==> config.mk <==
export PLATFORM = sky130hd
export DESIGN_NAME = uart_fifo_level_monitor
export DESIGN_NICKNAME = d
export VERILOG_FILES = /design/src/rtl/uart_fifo_mon_pkg.sv /design/src/rtl/uart_fifo_level_chan.sv /design/src/rtl/uart_fifo_level_monitor.sv
export SDC_FILE = /design/constraint.sdc
export NUM_CORES = 1
export LEC_CHECK = 0
export ABC_AREA = 1
export CORE_ASPECT_RATIO = 1.75
export CORE_MARGIN = 2
export CORE_UTILIZATION = 28
export DETAILED_ROUTE_END_ITERATION = 12
export GPL_TIMING_DRIVEN = 1
export PLACE_DENSITY = 0.59
export SLEW_MARGIN = 10
export SYNTH_ARGS = -nofsm -noshare
export SYNTH_HDL_FRONTEND = slang
export SYNTH_SLANG_ARGS = --single-unit
==> constraint.sdc <==
create_clock -name clock -period 3.95 [get_ports clock]
set_input_delay 0.79 -clock clock [delete_from_list [all_inputs] [get_ports clock]]
set_output_delay 0.79 -clock clock [all_outputs]
set_load 0.1 [all_outputs]
==> src/rtl/uart_fifo_mon_pkg.sv <==
// rtl/uart_fifo_mon_pkg.sv - shared constants, width helper and stat record for the FIFO level monitor
package uart_fifo_mon_pkg;

  localparam int CH_TX = 0;
  localparam int CH_RX = 1;

  // Widest level field for the legal DEPTH range (256 needs 9 bits).
  localparam int LVL_MAX_W = 9;

  function automatic int lvl_width(input int depth);
    return $clog2(depth + 1);
  endfunction

  typedef struct packed {
    logic [LVL_MAX_W-1:0] level;
    logic [LVL_MAX_W-1:0] hwm;
    logic                 full;
    logic                 empty;
    logic                 ovf;
    logic                 unf;
  } uart_fifo_stat_t;

endpackage

==> src/rtl/uart_fifo_level_chan.sv <==
// rtl/uart_fifo_level_chan.sv - one channel: occupancy, hwm, sticky flags, threshold pulse and counter
module uart_fifo_level_chan
  import uart_fifo_mon_pkg::*;
#(
  parameter int DEPTH = 16,
  parameter int LVL_W = lvl_width(DEPTH),
  parameter int CNT_W = 16
) (
  input  logic             clock,
  input  logic             reset,
  input  logic             push,
  input  logic             pop,
  input  logic             clr_stats,
  input  logic [LVL_W-1:0] thr,
  output logic [LVL_W-1:0] level,
  output logic [LVL_W-1:0] hwm,
  output logic             full,
  output logic             empty,
  output logic             ovf,
  output logic             unf,
  output logic             thr_hit,
  output logic [CNT_W-1:0] thr_cnt
);

  localparam logic [LVL_W-1:0] DEPTH_L = LVL_W'(DEPTH);

  logic             pop_ok;
  logic             push_ok;
  logic [LVL_W-1:0] level_next;
  logic             hit_next;

  always_comb begin
    pop_ok     = pop && (level != '0);
    // A push into a full FIFO is only accepted if a pop frees a slot this cycle.
    push_ok    = push && ((level != DEPTH_L) || pop_ok);
    level_next = level + LVL_W'(push_ok) - LVL_W'(pop_ok);
    hit_next   = (level < thr) && (level_next >= thr);
  end

  always_ff @(posedge clock) begin
    if (reset) begin
      level   <= '0;
      hwm     <= '0;
      full    <= 1'b0;
      empty   <= 1'b1;
      ovf     <= 1'b0;
      unf     <= 1'b0;
      thr_hit <= 1'b0;
      thr_cnt <= '0;
    end else begin
      level   <= level_next;
      full    <= (level_next == DEPTH_L);
      empty   <= (level_next == '0);
      thr_hit <= hit_next;
      if (clr_stats) begin
        hwm     <= level_next;
        ovf     <= 1'b0;
        unf     <= 1'b0;
        thr_cnt <= '0;
      end else begin
        if (level_next > hwm) hwm <= level_next;
        if (push && !push_ok) ovf <= 1'b1;
        if (pop && !pop_ok) unf <= 1'b1;
        if (hit_next && (thr_cnt != '1)) thr_cnt <= thr_cnt + 1'b1;
      end
    end
  end

endmodule

==> src/rtl/uart_fifo_level_monitor.sv <==
// rtl/uart_fifo_level_monitor.sv - NUM_CH independent FIFO level monitors with packed outputs
module uart_fifo_level_monitor
  import uart_fifo_mon_pkg::*;
#(
  parameter int NUM_CH = 2,
  parameter int DEPTH  = 16,
  parameter int LVL_W  = lvl_width(DEPTH),
  parameter int CNT_W  = 16
) (
  input  logic                    clock,
  input  logic                    reset,
  input  logic [NUM_CH-1:0]       push,
  input  logic [NUM_CH-1:0]       pop,
  input  logic [NUM_CH-1:0]       clr_stats,
  input  logic [NUM_CH*LVL_W-1:0] thr,
  output logic [NUM_CH*LVL_W-1:0] level,
  output logic [NUM_CH*LVL_W-1:0] hwm,
  output logic [NUM_CH-1:0]       full,
  output logic [NUM_CH-1:0]       empty,
  output logic [NUM_CH-1:0]       ovf,
  output logic [NUM_CH-1:0]       unf,
  output logic [NUM_CH-1:0]       thr_hit,
  output logic [NUM_CH*CNT_W-1:0] thr_cnt
);

  for (genvar i = 0; i < NUM_CH; i++) begin : g_ch
    uart_fifo_level_chan #(
      .DEPTH(DEPTH),
      .LVL_W(LVL_W),
      .CNT_W(CNT_W)
    ) u_chan (
      .clock    (clock),
      .reset    (reset),
      .push     (push[i]),
      .pop      (pop[i]),
      .clr_stats(clr_stats[i]),
      .thr      (thr[i*LVL_W +: LVL_W]),
      .level    (level[i*LVL_W +: LVL_W]),
      .hwm      (hwm[i*LVL_W +: LVL_W]),
      .full     (full[i]),
      .empty    (empty[i]),
      .ovf      (ovf[i]),
      .unf      (unf[i]),
      .thr_hit  (thr_hit[i]),
      .thr_cnt  (thr_cnt[i*CNT_W +: CNT_W])
    );
  end

endmodule

==> results.md, run 1 <==
* Crit-path slowest cell: clkdlybuf4s50_1
* Worst EP arrival at 3.90 ns
* Syn nets at 696
* GRT Residual Overflow at 0
* CP bufs+invs at 4
* Fin crit period at 3.648 ns
* Later-pin clock latency in the skew report at 0.33 ns
* Post-route ant nets at 0
* Mapped Cells at 634
* Initial antenna violation count at 0
* Post-Syn Area at 0.004272 mm2
* R2R Path End: g_ch[1].u_chan.thr_cnt[9]
* Largest net degree at the start of global routing at 16
* Share of the synthesized area in the top cell type at 0.2906
* Post-DP Area at 0.005311 mm2
* Slew Viols, Final at 0
* Layout cell share with drive strength beyond 1 at 0.07840
* Placer Congestion at 0.8734
* TritonRoute pass-1 iters at 4
* Worst reg2reg path depth at 22
* IO Pins at 80
* Final Hold Fails at 0
* Total global-route track usage at 0.1427
* HPWL Detailed at 8967 um
* Most frequent cells after synthesis: nand2_1 (172), inv_1 (93), nor2_1 (79), dfxtp_1 (62), a21oi_1 (46)
* # Max-Cap Violations at 0
* Via count at 4078
* Vias per inst at 4.481
* Worst reg2reg startpoint: g_ch[1].u_chan.level[3]
* Ys async rst share at 0
* Most used flip-flop cell after synthesis: dfxtp_1
* Worst Hold Launch: g_ch[1].u_chan.ovf
* Synth warn at 0
* Die area at 0.01630 mm2
* Diodes inserted at 0
* DP Cell Count at 895
* Area growth from synthesis to layout at 31.17%
* Flop-to-flop setup slack at 0.39 ns
* Kind of start point of the critical path: input port
* WHS Endpoint: g_ch[1].u_chan.ovf
* Final net count at 786
* Area leader, netlist: dfxtp_1
* Final Non-Filler Cells at 910
* Post-synth EDFFs at 0
* Skew final at 0.009043 ns
* Clock Sinks at 62
* Design Area, Final at 0.005603 mm2
* Hold Path Depth at 2
* DRC viols at 0
* Endpoints failing setup at 0
* Vias in the first global route at 3970
* Die width at 97.37 um
* Core area at 0.01491 mm2
* Fill cells at 1573
* Crit path capture type: flop
* Initial core utilization at 0.2865
* Fmax achieved at 274.1 MHz
* Setup CP Type: in -> reg
* H-tree depth at 3
* Fin util at 0.3757
* CTS Buf Count at 9
* Sequential share of the synthesized area at 0.2906
* Tightest Pin Transition at 1.058 ns
* Worst setup margin at 0.3022 ns
* CTS tree: yes
* Max Fanout on Critical Path at 14
* DR WL/cell at 12.40 um
* Die Y at 167.4 um
* Clk pin slew, worst setup/hold paths at 0.05 ns
* Area contributors post-synth: dfxtp_1 (29%), nand2_1 (15%), ha_1 (12%), inv_1 (8.2%), nor2_1 (6.9%)
* Critical Path RT at 4.20 ns
* First-pass GRT wire length at 18750 um
* Clk root buf: clkbuf_16
* Most common cell on crit path: nand2_1
* RSZ-0062 raised after global routing: no
* Slew HR at 0.2924
* Synthesized area per cell at 6.738 um2
* Status: finished, final reports clean
* Placement Rows at 59
* Pre-CTS setup slack at -0.1976 ns
* Period Utilization, post-route at 0.9235
* Delay-heaviest family, CP: adder cells
* IO Port Bufs at 79
* Post-Route WL at 11280 um
* #FFs+latches synth at 62
* Cells traversed along the worst timing path: clkdlybuf4s50_1, o21ai_0, inv_1, ha_1, inv_1, ha_1, fa_1, nand3_1, nand2_1, xor2_1, ha_1, nand2_1, nor2_1, nand2_1, nand3_1, nand2_2, nor2_4, buf_12, nand2_1, a21oi_1
* Clock tree buffer depth at 2
* HP Class: reg -> reg
* Max stage delay on crit path at 0.44 ns
* Most instantiated library cell after synthesis: nand2_1
* Yosys cell types at 28
* Violation count after the first detailed-route iteration at 127
routing by layer:
layer	GRT usage	part of all wire	up-vias	wire length, um
met5	0	0	-	0
met4	0.06280	0.026	0	293
met3	0.03047	0.036	20	404
met2	0.2801	0.56	74	6312
met1	0.1401	0.38	1827	4273
li1	-	-	2157	-
cell usage in the layout, fill, tap and decap left out, types with 3 or more instances in the layout:
cell / instances
xor2_1: 18
inv_1: 93
buf_12: 3
dfxtp_1: 62
ha_1: 42
nand2_1: 171
a21oi_1: 46
a21oi_2: 7
nor2_4: 5
xnor2_1: 9
nand4_1: 8
nand3_2: 3
nor3b_1: 4
buf_4: 16
o21ai_0: 9
nand3_1: 42
clkbuf_16: 9
clkdlybuf4s50_1: 79
nand2_2: 5
nor2_1: 79
worst register-to-register path: cells and delay by family, from the launching register on:
family / cells / cell delay, ns
and+or+nand+nor: 10 / 0.99
DFF: 1 / 0.36
adders and majority gates: 5 / 1.36
buffers and inverters: 4 / 0.34
xor gates and xnor gates: 1 / 0.16
AOI/OAI and AO/OA: 2 / 0.28
registers in the layout, summed over array words and instances, names as in the netlist:
signal / flops
g_ch.u_chan.empty: 2
g_ch.u_chan.full: 2
g_ch.u_chan.hwm: 10
g_ch.u_chan.level: 10
g_ch.u_chan.ovf: 2
g_ch.u_chan.thr_cnt: 32
g_ch.u_chan.thr_hit: 2
g_ch.u_chan.unf: 2
repair_timing:
action / 4_1_cts / 5_1_grt
setup endpoints to repair: 0 / 19
setup buffers: 0 / 1
gates resized for setup: 0 / 2
hold buffers: 0 / 0
area by class of cell:
type	count	area (um2)	share of cell area
multi-input combinational	456	2534	0.4522
timing repair buffer	98	970.9	0.1733
inverter	97	364.1	0.06498
clock inverter	4	25.02	0.004466
tap	183	229.0	0.04087
sequential	62	1241	0.2215
clock buffer	10	239.0	0.04265
cells by family (layout without fill, tap and decap cells):
logic type	count (synthesis)	after routing	share of synthesized area
AOI/OAI and AO/OA	64	64	0.08231
adders and majority gates	44	44	0.1324
xor gates and xnor gates	27	27	0.05536
DFF	62	62	0.2906
buffers and inverters	116	209	0.1180
and+or+nand+nor	321	321	0.3213
worst max path at each step:
stage | start | to | slack (ns) | cells past startpoint
floorplan | g_ch[1].u_chan.level[2] | g_ch[1].u_chan.thr_cnt[3] | 0.005 | 19
global placement | pop[0] | g_ch[0].u_chan.thr_cnt[15] | -0.15 | 19
detailed placement | pop[0] | g_ch[0].u_chan.thr_cnt[15] | -0.20 | 19
CTS | pop[0] | g_ch[0].u_chan.thr_cnt[6] | 0.16 | 19
global route | g_ch[0].u_chan.level[2] | g_ch[0].u_chan.thr_cnt[7] | 0.03 | 22
finish | pop[1] | g_ch[1].u_chan.thr_cnt[9] | 0.30 | 20
stage by stage:
step | setup TNS [ns] | hold WS (ns)
global route | 0 | 0.4770
global placement | -1.780 | 0.4396
detailed placement | -3.216 | 0.4441
floorplan | 0 | 0.4304
CTS | 0 | 0.4521
finish | 0 | 0.4457
Power of run 1 is not shown: default switching activity piles up to over one toggle a cycle in this logic, so the estimate is an artifact.
==> run 2, diff against run 1 <==
CORE_MARGIN = default   (was 2)
clock period = 3.43 ns   (was 3.95 ns; I/O delays follow)
==> run 2 against run 1 <==
  * Clock skew down 0.0038 ns
  * Critical endpoint unchanged
  * Global-route usage up 0.90 points
  * Register-to-register slack worse by 0.31 ns
  * Cell area up 10%
  * Flip-flop and latch count unchanged
  * Largest cell class unchanged
  * Non-clock buffer count up 25
  * Hold slack better by 0.0088 ns
  * Setup slack worse by 0.22 ns
  * Clock-buffer cell count up 1
  * Wire length up 4.9%
==> results.md, run 2 (same netlist as run 1, synthesis figures left out) <==
* Core area at 0.01491 mm2
* IO Pins at 80
* Hold-fix buffers, CTS at 0
* CTS tree: yes
* Post-route ant nets at 0
* CTS Buf Count at 9
* Most common cell on crit path: nand2_2
* Max reg flops at 32
* Critical Path RT at 3.69 ns
* RSZ-0062 raised after global routing: yes
* Initial antenna violation count at 1
* Clock tree buffer depth at 2
* Final Hold Fails at 0
* Cells traversed along the worst timing path: inv_4, ha_4, nand3_4, o21ai_2, inv_1, ha_1, inv_1, ha_2, fa_2, nand3_2, nand2_2, xor2_4, ha_4, nand2_4, nor2_2, nand2_1, nand3_2, nand2_2, nor2_4, clkbuf_16, nand2_2, a21oi_2
* Clk pin slew, worst setup/hold paths at 0.06 ns
* Skew final at 0.005290 ns
* Fin crit period at 3.346 ns
* Endpoints failing setup at 0
* Status: finished, final reports clean
* HP Class: reg -> reg
* Top reg by flops: g_ch.u_chan.thr_cnt
* Fill cells at 1537
* # Max-Cap Violations at 0
* IO Port Bufs at 79
* Final net count at 813
* First-pass GRT wire length at 18390 um
* Commonest non-fill, non-tap cells in the layout: nand2_1 (161), buf_4 (89), inv_1 (87)
* Later-pin clock latency in the skew report at 0.33 ns
* Total global-route track usage at 0.1518
* GRT Residual Overflow at 0
* Worst setup margin at 0.08361 ns
* Setup CP Type: reg -> reg
* Min Hold Slack at 0.4545 ns
* Vias in the first global route at 4089
* Crit-path slowest cell: fa_2
* Die Y at 165.4 um
* TritonRoute pass-1 iters at 4
* Worst EP arrival at 3.60 ns
* Fmax achieved at 298.8 MHz
* HPWL Detailed at 8923 um
* Period Utilization, post-route at 0.9756
* Area growth from synthesis to layout at 44.87%
* DR WL/cell at 12.60 um
* Die area at 0.01577 mm2
* Clk root buf: clkbuf_16
* Tightest Pin Transition at 0.9688 ns
* Die width at 95.37 um
* Kind of start point of the critical path: flop
* Post-Route WL at 11840 um
* Via count at 4248
* Pre-CTS setup slack at -0.6621 ns
* Largest net degree at the start of global routing at 16
* Vias per inst at 4.519
* Initial core utilization at 0.2865
* Commonest non-fill, non-tap cell in the layout: nand2_1
* Slew Viols, Final at 0
* Clock Sinks at 62
* Top Registers: g_ch.u_chan.thr_cnt x32, g_ch.u_chan.hwm x10, g_ch.u_chan.level x10
* DRC viols at 0
* Crit path capture type: flop
* Max stage delay on crit path at 0.43 ns
* Max Fanout on Critical Path at 7
* Slew HR at 0.3521
* Delay-heaviest family, CP: adder cells
* Layout cell share with drive strength beyond 1 at 0.2765
* Violation count after the first detailed-route iteration at 60
* CP bufs+invs at 4
* Placement Rows at 59
* H-tree depth at 3
* Placer Congestion at 0.8111
[run 2: through the flow]
step                      utilization  TNS (ns)  std cells  area [um2]
after detailed placement       0.3579    -20.45        911        5336
final                          0.4150         0        940        6188
after global routing           0.4150    -1.667        940        6188
after global placement         0.3579    -18.89        911        5336
after floorplan                     -         0        634        4304
after CTS                      0.3843         0        928        5731
[run 2: final timing paths]
kind / cells after the start / slack, ns / endpoint / start
worst max-delay path: 22 / 0.08 / g_ch[1].u_chan.thr_cnt[9] / g_ch[1].u_chan.level[3]
worst min-delay path: 2 / 0.45 / g_ch[1].u_chan.ovf / g_ch[1].u_chan.ovf
worst max register to register: 22 / 0.08 / g_ch[1].u_chan.thr_cnt[9] / g_ch[1].u_chan.level[3]
worst min register to register: 2 / 0.45 / g_ch[1].u_chan.ovf / g_ch[1].u_chan.ovf
[run 2: metal layers]
| layer | part of all wire | vias to the layer above | global-route usage |
|---|---|---|---|
| li1 | - | 2215 | - |
| met1 | 0.36 | 1939 | 0.1428 |
| met2 | 0.57 | 78 | 0.2984 |
| met3 | 0.042 | 16 | 0.03480 |
| met4 | 0.026 | 0 | 0.06887 |
| met5 | 0 | - | 0 |
[run 2: worst min-delay path: cells and delay by family (launching register included)]
kind / cells / cell delay [ns]
flops: 1 / 0.31
buf+inv: 1 / 0.05
compound gates: 1 / 0.05
[run 2: cell type report]
type,instances,area (um2),area share
Antenna cell,1,2.502,0.0004044
Clock buffer,11,264.0,0.04266
Clock inverter,5,55.05,0.008896
Inverter,97,369.1,0.05964
Multi-Input combinational cell,458,2928,0.4731
Sequential cell,62,1266,0.2046
Tap cell,183,229.0,0.03700
Timing Repair Buffer,123,1075,0.1737
[run 2: timing repair]
| action | 4_1_cts | 5_1_grt |
|---|---|---|
| buffers inserted | 1 | 7 |
| setup endpoints to repair | 39 | 42 |
| gates resized for setup | 12 | 75 |
| cloned | 0 | 4 |
| pin swaps | 2 | 31 |
| endpoints found under the hold margin | 0 | 0 |
Power of run 2 is left out for the same reason.
==> run 3, diff against run 2 <==
CTS_BUF_LIST = sky130_fd_sc_hd__clkbuf_4 sky130_fd_sc_hd__clkbuf_8 sky130_fd_sc_hd__clkbuf_16   (was default)
SETUP_SLACK_MARGIN = 0.5   (was default)
==> run 3 against run 2 <==
  * Cell area increased by 2.8%
  * Clock-buffer cell count decreased by 2
  * Final cell count increased by 0.11%
  * Flip-flop and latch count unchanged
  * Core utilization increased by 1.2 points
  * Critical path type unchanged
  * Highest routed layer unchanged
==> results.md, run 3 (same netlist as run 1, synthesis figures left out) <==
* Largest net degree at the start of global routing at 16
* Status: finished, final reports clean
* Fin util at 0.4267
* Critical path endpoint: g_ch[1].u_chan.thr_cnt[8]
* Area growth from synthesis to layout at 48.95%
* Total global-route track usage at 0.1666
* H-tree depth at 3
* Endpoints failing setup at 0
* Top Registers: g_ch.u_chan.thr_cnt x32, g_ch.u_chan.hwm x10, g_ch.u_chan.level x10
* Critical Path RT at 3.68 ns
* Commonest non-fill, non-tap cells in the layout: nand2_1 (144), buf_4 (83), inv_1 (82)
* DR WL/cell at 13.72 um
* Top reg by flops: g_ch.u_chan.thr_cnt
* Initial antenna violation count at 0
* Pre-CTS setup slack at -0.3423 ns
* Period Utilization, post-route at 0.9448
* Die area at 0.01577 mm2
* Worst reg2reg startpoint: g_ch[1].u_chan.level[2]
* Fin crit period at 3.240 ns
* Flop-to-flop setup slack at 0.19 ns
* Clk pin slew, worst setup/hold paths at 0.06 ns
* Core area at 0.01491 mm2
* Fmax achieved at 308.6 MHz
* Max Fanout on Critical Path at 7
* Worst reg2reg path depth at 22
* HP Class: reg -> reg
* RSZ-0062 raised after global routing: yes
* CTS tree: yes
* Initial core utilization at 0.2865
* Tightest Pin Transition at 0.9869 ns
* Hold-fix buffers, CTS at 0
* IO Port Bufs at 79
* Vias in the first global route at 4359
* DRC viols at 0
* Min Hold Slack at 0.4490 ns
* Post-Route WL at 12910 um
* Placement Rows at 59
* Clock tree buffer depth at 2
* Layout cell share with drive strength beyond 1 at 0.3259
* Worst setup margin at 0.1895 ns
* Max reg flops at 32
* Worst EP arrival at 3.49 ns
* R2R Path End: g_ch[1].u_chan.thr_cnt[8]
* CP startpoint: g_ch[1].u_chan.level[2]
* Post-DP Area at 0.005379 mm2
* # Max-Cap Violations at 0
* Final net count at 815
* TritonRoute pass-1 iters at 4
* Slew Viols, Final at 0
* HPWL Detailed at 9066 um
* Final Hold Fails at 0
* Via count at 4365
* Clk root buf: clkbuf_16
* Kind of start point of the critical path: flop
* Crit path capture type: flop
* GRT Residual Overflow at 0
* Skew final at 0.01043 ns
* Later-pin clock latency in the skew report at 0.34 ns
* Clock Sinks at 62
* IO Pins at 80
* Post-route ant nets at 0
* Vias per inst at 4.639
* Commonest non-fill, non-tap cell in the layout: nand2_1
* Placer Congestion at 0.8426
* Fill cells at 1556
* Die Y at 165.4 um
* Diodes inserted at 0
* First-pass GRT wire length at 19890 um
* Die width at 95.37 um
* Violation count after the first detailed-route iteration at 105
* CTS Buf Count at 9
* Slew HR at 0.3400
* Design Area, Final at 0.006362 mm2
* Setup CP Type: reg -> reg
[run 3: cell count changes in the layout (fill, tap and decap cells not counted), moves of 5 or more]
cell / before / now
a21oi_2: 19 / 30
nand2_2: 8 / 23
buf_4: 89 / 83
a21oi_1: 34 / 23
nand2_1: 161 / 144
inv_1: 87 / 82
[run 3: worst max-delay path: stages, from the launching register on]
cell       delay [ns]
dfxtp_4          0.36
inv_4            0.06
ha_4             0.13
nand3_4          0.07
o21ai_2          0.13
inv_2            0.05
ha_4             0.26
inv_2            0.04
ha_4             0.16
fa_2             0.40
nand3_2          0.09
nand2_4          0.06
xor2_4           0.17
ha_4             0.32
nand2_4          0.05
nor2_2           0.09
nand2_1          0.06
nand3_2          0.07
nand2_2          0.08
nor2_4           0.17
clkbuf_16        0.18
nand2_1          0.05
a21oi_1          0.12
[run 3: how the worst min path moves through the flow]
stage | from | to | slack (ns) | cells past startpoint
2_1_floorplan | g_ch[0].u_chan.ovf | g_ch[0].u_chan.ovf | 0.43 | 2
3_3_place_gp | g_ch[1].u_chan.ovf | g_ch[1].u_chan.ovf | 0.45 | 2
3_5_place_dp | g_ch[1].u_chan.ovf | g_ch[1].u_chan.ovf | 0.44 | 2
4_1_cts | g_ch[1].u_chan.ovf | g_ch[1].u_chan.ovf | 0.45 | 2
5_1_grt | g_ch[1].u_chan.ovf | g_ch[1].u_chan.ovf | 0.49 | 2
6_report | g_ch[1].u_chan.ovf | g_ch[1].u_chan.ovf | 0.45 | 2
[run 3: per-stage QoR]
step | setup TNS [ns] | cells
floorplan | 0 | 634
global placement | -11.56 | 899
detailed placement | -12.46 | 899
CTS | 0 | 933
global route | 0 | 941
finish | 0 | 941
[run 3: layer usage]
metal,part of all wire,track usage,vias to the layer above
met1,0.37,0.1548,2017
li1,-,-,2233
met4,0.037,0.08402,0
met3,0.022,0.02793,29
met2,0.57,0.3331,86
met5,0,0,-
[run 3: cell type report]
type / instances / area, um2 / area share
inverters: 97 / 377.9 / 0.05939
multi-input cells: 460 / 3077 / 0.4836
clock buffers: 9 / 225.2 / 0.03540
flip-flops and latches: 62 / 1269 / 0.1994
well taps: 183 / 229.0 / 0.03599
repair buffers: 123 / 1087 / 0.1709
clock inverters: 7 / 97.59 / 0.01534
[run 3: repair_timing]
item,4_1_cts,5_1_grt
resized for setup,52,49
cloned,3,3
setup buffers,15,5
setup endpoints to repair,44,44
pin swaps,23,20
Power of run 3 is left out for the same reason.
